**src/rtl/ex_mdu_if.sv**
```systemverilog
// rtl/ex_mdu_if.sv - issue/result handshake bundle between the EX stage and the multiply/divide unit
interface ex_mdu_if #(
    parameter int XLEN       = 32,
    parameter int REG_ADDR_W = 5
);
    logic                  in_valid;
    logic                  in_ready;
    logic [2:0]            op;
    logic [XLEN-1:0]       src1;
    logic [XLEN-1:0]       src2;
    logic [REG_ADDR_W-1:0] rd_addr_i;
    logic                  rd_enable_i;
    logic                  out_valid;
    logic                  out_ready;
    logic [XLEN-1:0]       rd_data_o;
    logic [REG_ADDR_W-1:0] rd_addr_o;
    logic                  rd_enable_o;

    modport master (
        output in_valid, op, src1, src2, rd_addr_i, rd_enable_i, out_ready,
        input  in_ready, out_valid, rd_data_o, rd_addr_o, rd_enable_o
    );

    modport slave (
        input  in_valid, op, src1, src2, rd_addr_i, rd_enable_i, out_ready,
        output in_ready, out_valid, rd_data_o, rd_addr_o, rd_enable_o
    );
endinterface

```
**src/rtl/ex_mdu.sv**
```systemverilog
// rtl/ex_mdu.sv - iterative RV32M multiply/divide unit, one bit per cycle, sign-magnitude datapath
module ex_mdu #(
    parameter int XLEN       = 32,
    parameter int REG_ADDR_W = 5
) (
    input  logic       clk,
    input  logic       rst,
    input  logic       flush,
    output logic       busy,
    ex_mdu_if.slave    mdu
);
    localparam int CNT_W = $clog2(XLEN + 1);
    localparam logic [XLEN-1:0] SMIN = {1'b1, {(XLEN-1){1'b0}}};

    typedef enum logic [1:0] {S_IDLE, S_CALC, S_DONE} state_t;
    state_t state_q, state_d;

    logic [2:0]            op_q;
    logic                  neg_q;
    logic [XLEN:0]         hi_q;
    logic [XLEN-1:0]       lo_q;
    logic [XLEN-1:0]       opnd_q;
    logic [CNT_W-1:0]      cnt_q;
    logic [XLEN-1:0]       data_q;
    logic [REG_ADDR_W-1:0] addr_q;
    logic                  en_q;

    logic            accept, is_div, s1_signed, s2_signed, neg1, neg2;
    logic            div_zero, div_ovf, special, last_iter;
    logic [XLEN-1:0] mag1, mag2, special_res;

    assign accept    = mdu.in_valid && (state_q == S_IDLE) && !flush;
    assign is_div    = mdu.op[2];
    assign last_iter = (cnt_q == CNT_W'(1));

    always_comb begin
        s1_signed = 1'b0;
        s2_signed = 1'b0;
        case (mdu.op)
            3'b000, 3'b001, 3'b100, 3'b110: begin s1_signed = 1'b1; s2_signed = 1'b1; end
            3'b010:                         s1_signed = 1'b1;
            default:                        ;
        endcase
        neg1        = s1_signed && mdu.src1[XLEN-1];
        neg2        = s2_signed && mdu.src2[XLEN-1];
        mag1        = neg1 ? -mdu.src1 : mdu.src1;
        mag2        = neg2 ? -mdu.src2 : mdu.src2;
        div_zero    = is_div && (mdu.src2 == '0);
        div_ovf     = is_div && !mdu.op[0] && (mdu.src1 == SMIN) && (mdu.src2 == '1);
        special     = div_zero || div_ovf;
        // op[1] distinguishes REM/REMU from DIV/DIVU
        if (div_zero) special_res = mdu.op[1] ? mdu.src1 : '1;
        else          special_res = mdu.op[1] ? '0 : mdu.src1;
    end

    // One iteration of shift-add (multiply) or restoring subtract (divide)
    logic [XLEN:0]     sum, shifted, trial, hi_n;
    logic [XLEN-1:0]   lo_n, qr, calc_res;
    logic [2*XLEN-1:0] prod, prod_s;

    always_comb begin
        sum      = hi_q + (lo_q[0] ? {1'b0, opnd_q} : '0);
        shifted  = {hi_q[XLEN-1:0], lo_q[XLEN-1]};
        trial    = shifted - {1'b0, opnd_q};
        prod     = '0;
        prod_s   = '0;
        qr       = '0;
        calc_res = '0;
        if (op_q[2]) begin
            if (trial[XLEN]) begin
                hi_n = shifted;
                lo_n = {lo_q[XLEN-2:0], 1'b0};
            end else begin
                hi_n = trial;
                lo_n = {lo_q[XLEN-2:0], 1'b1};
            end
            qr       = op_q[1] ? hi_n[XLEN-1:0] : lo_n;
            calc_res = neg_q ? -qr : qr;
        end else begin
            hi_n     = {1'b0, sum[XLEN:1]};
            lo_n     = {sum[0], lo_q[XLEN-1:1]};
            prod     = {hi_n[XLEN-1:0], lo_n};
            prod_s   = neg_q ? -prod : prod;
            calc_res = (op_q[1:0] == 2'b00) ? prod_s[XLEN-1:0] : prod_s[2*XLEN-1:XLEN];
        end
    end

    always_ff @(posedge clk) begin
        if (rst) state_q <= S_IDLE;
        else     state_q <= state_d;
    end

    always_comb begin
        state_d = state_q;
        case (state_q)
            S_IDLE:  if (accept) state_d = special ? S_DONE : S_CALC;
            S_CALC:  if (last_iter) state_d = S_DONE;
            S_DONE:  if (mdu.out_ready) state_d = S_IDLE;
            default: state_d = S_IDLE;
        endcase
        if (flush) state_d = S_IDLE;
    end

    always_ff @(posedge clk) begin
        if (rst) begin
            op_q   <= '0;
            neg_q  <= 1'b0;
            hi_q   <= '0;
            lo_q   <= '0;
            opnd_q <= '0;
            cnt_q  <= '0;
            data_q <= '0;
            addr_q <= '0;
            en_q   <= 1'b0;
        end else if (!flush) begin
            if (accept) begin
                op_q   <= mdu.op;
                addr_q <= mdu.rd_addr_i;
                en_q   <= mdu.rd_enable_i;
                // Remainder takes the dividend's sign; everything else takes the product sign
                neg_q  <= (is_div && mdu.op[1]) ? neg1 : (neg1 ^ neg2);
                hi_q   <= '0;
                lo_q   <= is_div ? mag1 : mag2;
                opnd_q <= is_div ? mag2 : mag1;
                cnt_q  <= CNT_W'(XLEN);
                if (special) data_q <= special_res;
            end else if (state_q == S_CALC) begin
                hi_q  <= hi_n;
                lo_q  <= lo_n;
                cnt_q <= cnt_q - CNT_W'(1);
                if (last_iter) data_q <= calc_res;
            end
        end
    end

    assign mdu.in_ready    = (state_q == S_IDLE);
    assign mdu.out_valid   = (state_q == S_DONE);
    assign mdu.rd_data_o   = data_q;
    assign mdu.rd_addr_o   = addr_q;
    assign mdu.rd_enable_o = mdu.out_valid && en_q && (addr_q != '0);
    assign busy            = (state_q != S_IDLE);
endmodule

```
**src/flat_wrapper.sv**
```systemverilog
// flat-port wrapper written by rule: the top's interface ports become plain ports
module ex_mdu_flat 
#(
    parameter int XLEN       = 32,
    parameter int REG_ADDR_W = 5
)
  (clk, rst, flush, busy, mdu_in_valid, mdu_op, mdu_src1, mdu_src2, mdu_rd_addr_i, mdu_rd_enable_i, mdu_out_ready, mdu_in_ready, mdu_out_valid, mdu_rd_data_o, mdu_rd_addr_o, mdu_rd_enable_o);
  ex_mdu_if #(.XLEN(XLEN), .REG_ADDR_W(REG_ADDR_W)) mdu_i ();
  input  logic clk;
  input  logic rst;
  input  logic flush;
  output logic busy;
  input wire logic [$bits(mdu_i.in_valid)-1:0] mdu_in_valid;
  input wire logic [$bits(mdu_i.op)-1:0] mdu_op;
  input wire logic [$bits(mdu_i.src1)-1:0] mdu_src1;
  input wire logic [$bits(mdu_i.src2)-1:0] mdu_src2;
  input wire logic [$bits(mdu_i.rd_addr_i)-1:0] mdu_rd_addr_i;
  input wire logic [$bits(mdu_i.rd_enable_i)-1:0] mdu_rd_enable_i;
  input wire logic [$bits(mdu_i.out_ready)-1:0] mdu_out_ready;
  output wire logic [$bits(mdu_i.in_ready)-1:0] mdu_in_ready;
  output wire logic [$bits(mdu_i.out_valid)-1:0] mdu_out_valid;
  output wire logic [$bits(mdu_i.rd_data_o)-1:0] mdu_rd_data_o;
  output wire logic [$bits(mdu_i.rd_addr_o)-1:0] mdu_rd_addr_o;
  output wire logic [$bits(mdu_i.rd_enable_o)-1:0] mdu_rd_enable_o;
  assign mdu_i.in_valid = mdu_in_valid;
  assign mdu_i.op = mdu_op;
  assign mdu_i.src1 = mdu_src1;
  assign mdu_i.src2 = mdu_src2;
  assign mdu_i.rd_addr_i = mdu_rd_addr_i;
  assign mdu_i.rd_enable_i = mdu_rd_enable_i;
  assign mdu_i.out_ready = mdu_out_ready;
  assign mdu_in_ready = mdu_i.in_ready;
  assign mdu_out_valid = mdu_i.out_valid;
  assign mdu_rd_data_o = mdu_i.rd_data_o;
  assign mdu_rd_addr_o = mdu_i.rd_addr_o;
  assign mdu_rd_enable_o = mdu_i.rd_enable_o;
  ex_mdu #(.XLEN(XLEN), .REG_ADDR_W(REG_ADDR_W)) u_core (.clk(clk), .rst(rst), .flush(flush), .busy(busy), .mdu(mdu_i));
endmodule
```
**config.mk**
```make
export PLATFORM = sky130hd
export DESIGN_NAME = ex_mdu_flat
export DESIGN_NICKNAME = d
export VERILOG_FILES = /design/src/rtl/ex_mdu_if.sv /design/src/rtl/ex_mdu.sv /design/src/flat_wrapper.sv
export SDC_FILE = /design/constraint.sdc
export NUM_CORES = 1
export LEC_CHECK = 0
export BUFFER_PORTS_ARGS = -buffer_cell sky130_fd_sc_hd__buf_2
export CAP_MARGIN = 20
export CORE_ASPECT_RATIO = 0.9
export CORE_MARGIN = 10
export CORE_UTILIZATION = 33
export DETAILED_ROUTE_END_ITERATION = 16
export PLACE_DENSITY = 0.55
export SLEW_MARGIN = 20
export SYNTH_ARGS = -nofsm -noshare
export SYNTH_HDL_FRONTEND = slang
export SYNTH_SLANG_ARGS = --single-unit
export TNS_END_PERCENT = 10
```
**constraint.sdc**
```tcl
create_clock -name clk -period 15.56 [get_ports clk]
set_input_delay 0 -clock clk [delete_from_list [all_inputs] [get_ports clk]]
set_output_delay 0 -clock clk [all_outputs]
set_load 0.02 [all_outputs]
```
==> results.json, run 1 <==
{
  "hold_path_class": "in -> reg",
  "globalplace.congestion": 0.940,
  "cp_slowest_cell": "clkinv_1",
  "criticalPathCategory": "reg -> reg",
  "globalRouteTotalUtil_pct": 22.5,
  "nets": 2632,
  "clock_sinks": 147,
  "drt_iter0_drc": 2165,
  "worstPathCellList": "inv_1 -> ha_1 -> inv_1 -> fa_1 -> a211oi_1 -> o21ai_1 -> a21oi_1 -> buf_4 -> o21a_1 -> o211ai_1 -> a31oi_1 -> o21bai_1 -> ha_2 -> clkinv_1 -> o2bb2ai_1 -> nor3_1 -> a41oi_1 -> or4_1 -> or4_1 -> or3_1 -> nor4_2 -> a31oi_1 -> xor2_1 -> o41ai_1",
  "core_um2": 50700,
  "clock_latency_ns": 0.47,
  "end_kind": "flip-flop",
  "synth-main-ff-cell": "dfxtp_1",
  "synth-async-reset-ratio_pct": 0,
  "finalHoldViolCount": 0,
  "via_count": 19300,
  "dr.pass1.iters": 6,
  "routedWlPerCell_um": 22.7,
  "slew_headroom_pct": 26.3,
  "worstSetupStartpointType": "flip-flop",
  "grt_antenna_before_repair": 1,
  "syn_nets": 2649,
  "clock_path_buffers": 2,
  "area_growth_pct": 9.65,
  "grt_max_degree": 89,
  "dpl_worst_slack_ns": 7.46,
  "power_density_nw_per_um2": 67.3,
  "skew_ns": 0.0118,
  "ant_nets": 0,
  "synth_edf_count": 0,
  "final_cells": 3174,
  "clk_pin_slew_ns": 0.07,
  "yosys-top-cells-area": "dfxtp_1 17%, a21oi_1 6.9%, nand2_1 6.2%, nor2_1 6.1%, ha_1 5.3%",
  "dp.cells": 3128,
  "grt_pass1_vias": 17900,
  "grt_pass1_wl_mm": 108,
  "synth_commonest_cells": "281 x nand2_1, 276 x nor2_1, 236 x a21oi_1",
  "grt_overflow": 0,
  "utilization_pct": 36.9,
  "cts_made_buffers": 17,
  "synth.distinct_cells": 88,
  "synth_most_common_cell": "nand2_1",
  "max_freq_mhz": 121,
  "ys_seq_area_share_pct": 17.3,
  "die_x_um": 260,
  "synth_cells": 2497,
  "status": "finished clean",
  "cp_top_family": "compound AO/OA/AOI/OAI gates",
  "start_util_pct": 33.6,
  "htree_levels": 4,
  "fin_ws_ns": 7.27,
  "finalInstanceArea_um2": 18700,
  "rows": 78,
  "path_max_fanout": 19,
  "detailed_place_hpwl_mm": 55.1,
  "p_leak_nw": 7.01,
  "worstMarginPinSlew_ns": 1.10,
  "fill_cells": 5500,
  "cts_tree": "built",
  "critical-path-max-stage-delay_ns": 0.69,
  "drcViolationCount": 0,
  "die_y_um": 236,
  "synth-seq-cells": 147,
  "ctsResizeCount": 0,
  "drive_gt1_share_pct": 8.82,
  "root_buffer": "clkbuf_16",
  "max_cap_violations": 0,
  "period_share_pct": 53.2,
  "pin_count": 119,
  "ir_drop_uv": 76.5,
  "setup-tns-final_ns": 0,
  "slew_viol_final": 0,
  "yosysTopAreaCellShare_pct": 17.3,
  "rsz0062_at_grt": "no",
  "placed_area_um2": 18000,
  "setup_viol": 0,
  "crit_required_ns": 15.92,
  "fp.dieArea_um2": 61200,
  "yosysTopAreaCell": "dfxtp_1",
  "netlist_area_um2": 17100,
  "cp.arrival_ns": 8.65,
  "cp.buffers_inverters": 4,
  "drt-total-wl_mm": 72.0,
  "drt-vias-per-instance": 6.10,
  "port_buffers": 118,
  "fin_crit_ns": 8.29,
  "avgSynthCellArea_um2": 6.83,
  "ys.warnings.count": 0
}
==> power breakdown <==
| part | leakage (nW) | internal [mW] | total (mW) | switching (mW) |
|---|---|---|---|---|
| clock network | 0.255 | 0.208 | 0.414 | 0.207 |
| registers | 1.20 | 0.390 | 0.414 | 0.0245 |
| logic | 5.56 | 0.146 | 0.430 | 0.284 |
==> metrics by stage <==
step	power, mW	hold slack, ns
3_3_place_gp	0.835	0.236
4_1_cts	1.25	0.00118
6_report	1.26	0.0212
3_5_place_dp	0.839	0.238
2_1_floorplan	0.707	0.0755
5_1_grt	1.32	0.0527
==> registers in the layout (all words and copies together) (netlist names), 2 cells and up <==
signal and cells:
u_core.mdu.rd_data_o 32, u_core.hi_q 33, u_core.mdu.rd_addr_o 5, u_core.opnd_q 32, u_core.state_q 2, u_core.op_q 3, u_core.cnt_q 6, u_core.lo_q 32
==> worst reg2reg max path, cell delays in order, from the launching register on <==
cell and delay [ns]:
dfxtp_1 0.36, inv_1 0.13, ha_1 0.19, inv_1 0.06, fa_1 0.40, a211oi_1 0.60
o21ai_1 0.30, a21oi_1 0.20, buf_4 0.19, o21a_1 0.21, o211ai_1 0.14, a31oi_1 0.20
o21bai_1 0.09, ha_2 0.66, clkinv_1 0.71, o2bb2ai_1 0.33, nor3_1 0.29, a41oi_1 0.20
or4_1 0.60, or4_1 0.54, or3_1 0.51, nor4_2 0.63, a31oi_1 0.20, xor2_1 0.21
o41ai_1 0.23
==> final timing paths <==
check	endpoint	startpoint	cells past startpoint	slack (ns)
setup / recovery	u_core.mdu.rd_data_o[30]$_SDFFE_PP0P_	u_core.lo_q[31]$_SDFFE_PP0P_	24	7.27
hold / removal	u_core.lo_q[18]$_SDFFE_PP0P_	mdu_src2[18]	5	0.02
setup reg to reg	u_core.mdu.rd_data_o[30]$_SDFFE_PP0P_	u_core.lo_q[31]$_SDFFE_PP0P_	24	7.27
hold reg to reg	u_core.mdu.rd_data_o[8]$_SDFFE_PP0P_	u_core.mdu.rd_data_o[8]$_SDFFE_PP0P_	2	0.46
==> placed cells by master, fill, tap and decap left out, drive strengths merged, types with 24 or more instances in the layout <==
cell,n
a31oi,29
o21ai,131
xor2,76
o211ai,69
dfxtp,147
or4,26
buf,148
mux2i,60
a21o,29
xnor2,91
o31ai,38
a211oi,97
and2,55
nor3,66
nor2,276
ha,72
or3,25
and3,28
nand4,31
a21oi,236
nor4,24
nand2,281
inv,80
nand3,47
==> metal layers <==
layer  global-route usage [%]  wire length [um]  up-vias
met5                        0                10        -
met4                     8.42              2430        2
li1                         -                 -     9135
met3                     3.00              4880      110
met1                     30.8             32400     9328
met2                     35.2             32200      772
==> timing repair <==
item,in CTS,in global routing
endpoints found under the hold margin,20,0
setup buffers,0,0
hold buffers,13,0
==> cell type report <==
type,count,area [um2],share of cell area [%]
Multi-Input combinational cell,2078,13100,70.2
Sequential cell,147,2950,15.8
Timing Repair Buffer,161,948,5.07
Tap cell,680,851,4.55
Clock buffer,17,425,2.27
Inverter,75,282,1.51
Clock inverter,15,124,0.662
Antenna cell,1,2.50,0.0134
==> cell families (layout without fill, tap and decap cells) <==
family	Yosys count	after routing	share of synthesized area, %
fa+ha+maj	95	95	6.75
simple gates	944	944	26.4
xor+xnor	167	167	8.58
other cells	0	1	0
mux	63	63	3.72
buf+inv	272	268	6.05
flops	147	147	17.3
compound gates	809	809	31.2
Note: power is estimated with default switching activity, not from simulation.
==> run 2: changes to the inputs <==
==> constraint.sdc (replaced) <==
create_clock -name clk -period 8.5 [get_ports clk]
set_input_delay 0 -clock clk [delete_from_list [all_inputs] [get_ports clk]]
set_output_delay 0 -clock clk [all_outputs]
set_load 0.02 [all_outputs]
==> results.json, run 2 (synthesis results as in run 1) <==
{
  "globalplace.congestion": 0.962,
  "post-cts-setup-buffer-count": 0,
  "hold_start": "mdu_src2[18]",
  "nets": 2637,
  "worstMarginPinSlew_ns": 1.11,
  "core_um2": 50700,
  "clock_latency_ns": 0.47,
  "timing.rr.start": "u_core.lo_q[31]$_SDFFE_PP0P_",
  "worstHoldPathCells": 5,
  "final_cell_mix": "281 x nand2_1, 274 x nor2_1, 236 x a21oi_1",
  "drt-vias-per-instance": 6.07,
  "grt_pass1_wl_mm": 109,
  "die_y_um": 236,
  "antenna-diode-count": 0,
  "worstSetupStartpointType": "flip-flop",
  "dr.pass1.iters": 6,
  "clk_pin_slew_ns": 0.07,
  "pin_count": 119,
  "placed_area_um2": 18100,
  "skew_ns": 0.0106,
  "drcViolationCount": 0,
  "power_mw": 2.32,
  "clock_sinks": 147,
  "area_growth_pct": 9.96,
  "detailed_place_hpwl_mm": 55.1,
  "power_density_nw_per_um2": 124,
  "cts_made_buffers": 17,
  "root_buffer": "clkbuf_16",
  "grt_overflow": 0,
  "fp.dieArea_um2": 61200,
  "fin_crit_ns": 7.96,
  "globalRouteTotalUtil_pct": 22.4,
  "setup_viol": 0,
  "crit_required_ns": 8.85,
  "htree_levels": 4,
  "min_to": "u_core.lo_q[18]$_SDFFE_PP0P_",
  "period_share_pct": 93.7,
  "timing.rr.end": "u_core.mdu.rd_data_o[29]$_SDFFE_PP0P_",
  "slew_viol_final": 0,
  "finalHoldWorstSlack_ns": 0.0291,
  "finalHoldViolCount": 0,
  "status": "finished clean",
  "drt_iter0_drc": 2118,
  "cts_tree": "built",
  "die_x_um": 260,
  "rows": 78,
  "cp.arrival_ns": 8.31,
  "hold_path_class": "in -> reg",
  "p_leak_nw": 7.06,
  "port_buffers": 118,
  "finalInstanceArea_um2": 18800,
  "rsz0062_at_grt": "no",
  "clock_path_buffers": 2,
  "routedWlPerCell_um": 22.5,
  "r2r_setup_slack_ns": 0.54,
  "top_register": "u_core.hi_q",
  "max_freq_mhz": 126,
  "r2r.worst_path.cells": 25,
  "path_max_fanout": 18,
  "criticalPathCategory": "reg -> reg",
  "grt_pass1_vias": 17800,
  "start_util_pct": 33.6,
  "ir_drop_uv": 161,
  "slew_headroom_pct": 25.8,
  "max_cap_violations": 0,
  "via_count": 19300,
  "setup-tns-final_ns": 0,
  "end_kind": "flip-flop",
  "drt-total-wl_mm": 71.4,
  "fill_cells": 5564,
  "layout_commonest_cell": "nand2_1",
  "grt_max_degree": 82,
  "drive_gt1_share_pct": 8.97,
  "setup.worst_path.start": "u_core.lo_q[31]$_SDFFE_PP0P_",
  "grt_antenna_before_repair": 0,
  "ant_nets": 0,
  "largest_reg_flops": 33,
  "utilization_pct": 37.0
}
[run 2: cell count changes in the layout (fill, tap and decap cells not counted)]
cell / change
inv_8: +3
dlygate4sd3_1: +1
clkinv_2: -1
clkinv_4: +1
diode_2: -1
clkinvlp_4: -3
buf_4: +4
[run 2: area by class of cell]
class                      instances  area, um2  area share, %
multi-input combinational       2078      13100           70.0
sequential                       147       2950           15.7
clock inverter                    15        139          0.740
inverter                          75        282           1.50
tap                              680        851           4.54
clock buffer                      17        425           2.27
timing repair buffer             166        988           5.27
[run 2: per-stage QoR]
stage	std cells	worst slack, ns
final	3178	0.539
after detailed placement	3132	0.836
after global routing	3178	0.131
after floorplan	2497	2.13
after global placement	3132	0.990
after CTS	3178	0.815
[run 2: layer usage]
metal  vias up  GRT usage (%)  wire length (um)
li1       9142              -                 -
met1      9353           30.7             32200
met2       702           35.1             32100
met3        96           3.09              4690
met4         0           8.14              2460
met5         -              0                 0
[run 2: worst max-delay path by stage]
stage | endpoint | cells past startpoint
after CTS | u_core.mdu.rd_data_o[29]$_SDFFE_PP0P_ | 25
final | u_core.mdu.rd_data_o[29]$_SDFFE_PP0P_ | 25
after floorplan | u_core.mdu.rd_data_o[29]$_SDFFE_PP0P_ | 23
after global routing | u_core.mdu.rd_data_o[26]$_SDFFE_PP0P_ | 24
after detailed placement | u_core.mdu.rd_data_o[29]$_SDFFE_PP0P_ | 25
after global placement | u_core.mdu.rd_data_o[29]$_SDFFE_PP0P_ | 25
[run 2: power by group]
group	switching [mW]	total [mW]	leakage [nW]	internal, mW
Combinational	0.522	0.790	5.59	0.269
Sequential	0.0404	0.754	1.20	0.714
Clock	0.391	0.779	0.273	0.388
Total	0.953	2.32	7.06	1.37
[run 2: worst max-delay path: stages (launching register included)]
cell and delay, ns:
dfxtp_1 0.37, inv_1 0.12, ha_1 0.17, inv_1 0.05, fa_1 0.41, a211oi_1 0.63, o21ai_1 0.33, a21oi_1 0.64
o21a_1 0.27, o211ai_1 0.14, a31oi_1 0.21, o21bai_1 0.09, ha_2 0.65, clkinv_1 0.12, buf_4 0.23, o2bb2ai_1 0.15
nor3_1 0.31, a41oi_1 0.18, or4_1 0.61, or4_1 0.50, or3_1 0.47, nor4_1 0.36, buf_4 0.23, a31oi_1 0.10
xnor2_1 0.15, o41a_1 0.30
[run 2: repair_timing]
item	CTS	global route
hold buffers	14	0
resized for setup	0	0
endpoints found under the hold margin	27	0
==> run 3: changes to the inputs <==
--- a/config.mk
+++ b/config.mk
@@ -8,11 +8,10 @@
 export BUFFER_PORTS_ARGS = -buffer_cell sky130_fd_sc_hd__buf_2
 export CAP_MARGIN = 20
 export CORE_ASPECT_RATIO = 0.9
-export CORE_MARGIN = 10
-export CORE_UTILIZATION = 33
+export CORE_MARGIN = 3
+export CORE_UTILIZATION = 42
 export DETAILED_ROUTE_END_ITERATION = 16
-export PLACE_DENSITY = 0.55
-export SLEW_MARGIN = 20
+export PLACE_DENSITY = 0.65
 export SYNTH_ARGS = -nofsm -noshare
 export SYNTH_HDL_FRONTEND = slang
 export SYNTH_SLANG_ARGS = --single-unit
==> results.json, run 3 (synthesis results as in run 1) <==
{
  "hold_path_class": "in -> reg",
  "fp.dieArea_um2": 43100,
  "post-cts-setup-buffer-count": 0,
  "largest_reg_flops": 33,
  "route.met3.wl_mm": 6.31,
  "ir_drop_uv": 140,
  "dp.cells": 2986,
  "rsz0062_at_grt": "no",
  "period_share_pct": 89.6,
  "slew_headroom_pct": 19.6,
  "core_um2": 39800,
  "routedWlPerCell_um": 22.9,
  "multiInputGateArea_um2": 13100,
  "maxUsedRoutingLayer": "met4",
  "drcViolationCount": 0,
  "slew_viol_final": 0,
  "pin_count": 119,
  "setup_viol": 0,
  "max_freq_mhz": 131,
  "final_cells": 3027,
  "criticalPathCategory": "reg -> reg",
  "via_count": 19600,
  "ctsResizeCount": 0,
  "htree_levels": 4,
  "status": "finished clean",
  "layout_commonest_cell": "nand2_1",
  "setup-tns-final_ns": 0,
  "p_seq_share_pct": 32.9,
  "end_kind": "flip-flop",
  "sw_frac_of_total_pct": 40.6,
  "worstPathCellList": "inv_1 -> ha_1 -> inv_1 -> fa_1 -> a211oi_1 -> o21ai_1 -> a21oi_1 -> o21a_1 -> o211ai_1 -> a31oi_1 -> o21bai_1 -> ha_2 -> clkinv_1 -> buf_4 -> a22oi_1 -> a41oi_1 -> or4_1 -> or4_1 -> or3_1 -> nor4_2 -> a31oi_1 -> xor2_1 -> o41ai_1",
  "wl_met2_mm": 30.3,
  "root_buffer": "clkbuf_16",
  "path_max_fanout": 19,
  "die_x_um": 218,
  "top_register": "u_core.hi_q",
  "grt_overflow": 0,
  "comb_power_share_pct": 33.9,
  "grt_max_degree": 74,
  "drt_iter0_drc": 2144,
  "grt_pass1_wl_mm": 104,
  "critical-path-max-stage-delay_ns": 0.63,
  "grt_pass1_vias": 17500,
  "worstMarginPinSlew_ns": 1.20,
  "clkPwrFrac_pct": 33.2,
  "fin_crit_ns": 7.61,
  "cp.arrival_ns": 7.97,
  "cts_made_buffers": 17,
  "fill_cells": 4122,
  "area_growth_pct": 8.60,
  "dr.pass1.iters": 6,
  "cp_slowest_cell": "a211oi_1",
  "globalplace.congestion": 0.976,
  "final_cell_mix": "281 x nand2_1, 274 x nor2_1, 236 x a21oi_1",
  "globalRouteTotalUtil_pct": 31.0,
  "regArea_um2": 2950,
  "crit_required_ns": 8.85,
  "die_y_um": 197,
  "nets": 2634,
  "clock_sinks": 147,
  "power_density_nw_per_um2": 125,
  "max_cap_violations": 0,
  "antenna-diode-count": 0,
  "p_leak_nw": 7.04,
  "clock_latency_ns": 0.46,
  "wl_met1_mm": 29.5,
  "p_switching_mw": 0.938,
  "finalHoldViolCount": 0,
  "start_util_pct": 42.9,
  "rows": 69,
  "skew_ns": 0.0112,
  "port_buffers": 118,
  "grt_antenna_before_repair": 0,
  "p_int_mw": 1.37,
  "drt-total-wl_mm": 69.2,
  "detailed_place_hpwl_mm": 52.9,
  "worstSetupStartpointType": "flip-flop",
  "drive_gt1_share_pct": 9.06,
  "clk_pin_slew_ns": 0.07,
  "clock_path_buffers": 2,
  "cts_tree": "built",
  "ant_nets": 0,
  "drt-vias-per-instance": 6.47
}
## run 3: cell count changes in the layout (fill, tap and decap cells not counted), sizes merged
cell,delta
buf,+2
clkinv,-4
clkinvlp,+1
dlygate4sd3,-5
inv,+3
## run 3: per-layer routing
metal / vias up / track usage, %
met5: - / 0
met4: 0 / 12.4
met3: 137 / 6.09
met2: 970 / 47.5
met1: 9344 / 42.6
li1: 9144 / -
## run 3: path summary, 6_finish.rpt
path | startpoint | to | slack (ns) | cells past startpoint
worst max-delay path | u_core.lo_q[31]$_SDFFE_PP0P_ | u_core.mdu.rd_data_o[30]$_SDFFE_PP0P_ | 0.89 | 23
worst min-delay path | mdu_op[1] | u_core.op_q[1]$_SDFFE_PP0P_ | 0.02 | 3
worst max register to register | u_core.lo_q[31]$_SDFFE_PP0P_ | u_core.mdu.rd_data_o[30]$_SDFFE_PP0P_ | 0.89 | 23
worst min register to register | u_core.mdu.rd_data_o[8]$_SDFFE_PP0P_ | u_core.mdu.rd_data_o[8]$_SDFFE_PP0P_ | 0.46 | 2
## run 3: through the flow
stage	hold slack [ns]	instance area (um2)	total power, mW	util (%)	worst slack [ns]
2_1_floorplan	0.0755	17100	1.29	-	2.13
3_3_place_gp	0.235	17900	1.52	44.9	1.29
3_5_place_dp	0.246	17900	1.53	44.9	1.11
4_1_cts	0.000145	18500	2.29	46.5	1.06
5_1_grt	0.0374	18500	2.41	46.5	0.456
6_report	0.0160	18500	2.31	46.5	0.887
## run 3: worst max-delay path, delay by kind of cell, from the launching register on
family,cells,cell delay [ns]
fa+ha+maj,3,1.22
buf+inv,4,0.60
simple gates,4,2.24
compound gates,11,2.86
xor+xnor,1,0.19
flops,1,0.36
## run 3: cell type report
cell class,count,share of cell area [%]
Clock inverter,15,0.729
Sequential cell,147,15.9
Inverter,75,1.52
Tap cell,532,3.59
Multi-Input combinational cell,2078,70.8
Clock buffer,17,2.30
Timing Repair Buffer,163,5.15
## run 3: what timing repair did
action                                 CTS  global route
hold buffers                             9             0
endpoints found under the hold margin    9             0
setup endpoints to repair                0             0
## run 3: power by group through the flow
stage	sequential, mW	clock [mW]	combinational [mW]
2_1_floorplan	0.745	0	0.548
3_3_place_gp	0.773	0	0.743
3_5_place_dp	0.774	0	0.754
4_1_cts	0.758	0.771	0.761
5_1_grt	0.762	0.803	0.846
6_report	0.760	0.766	0.782
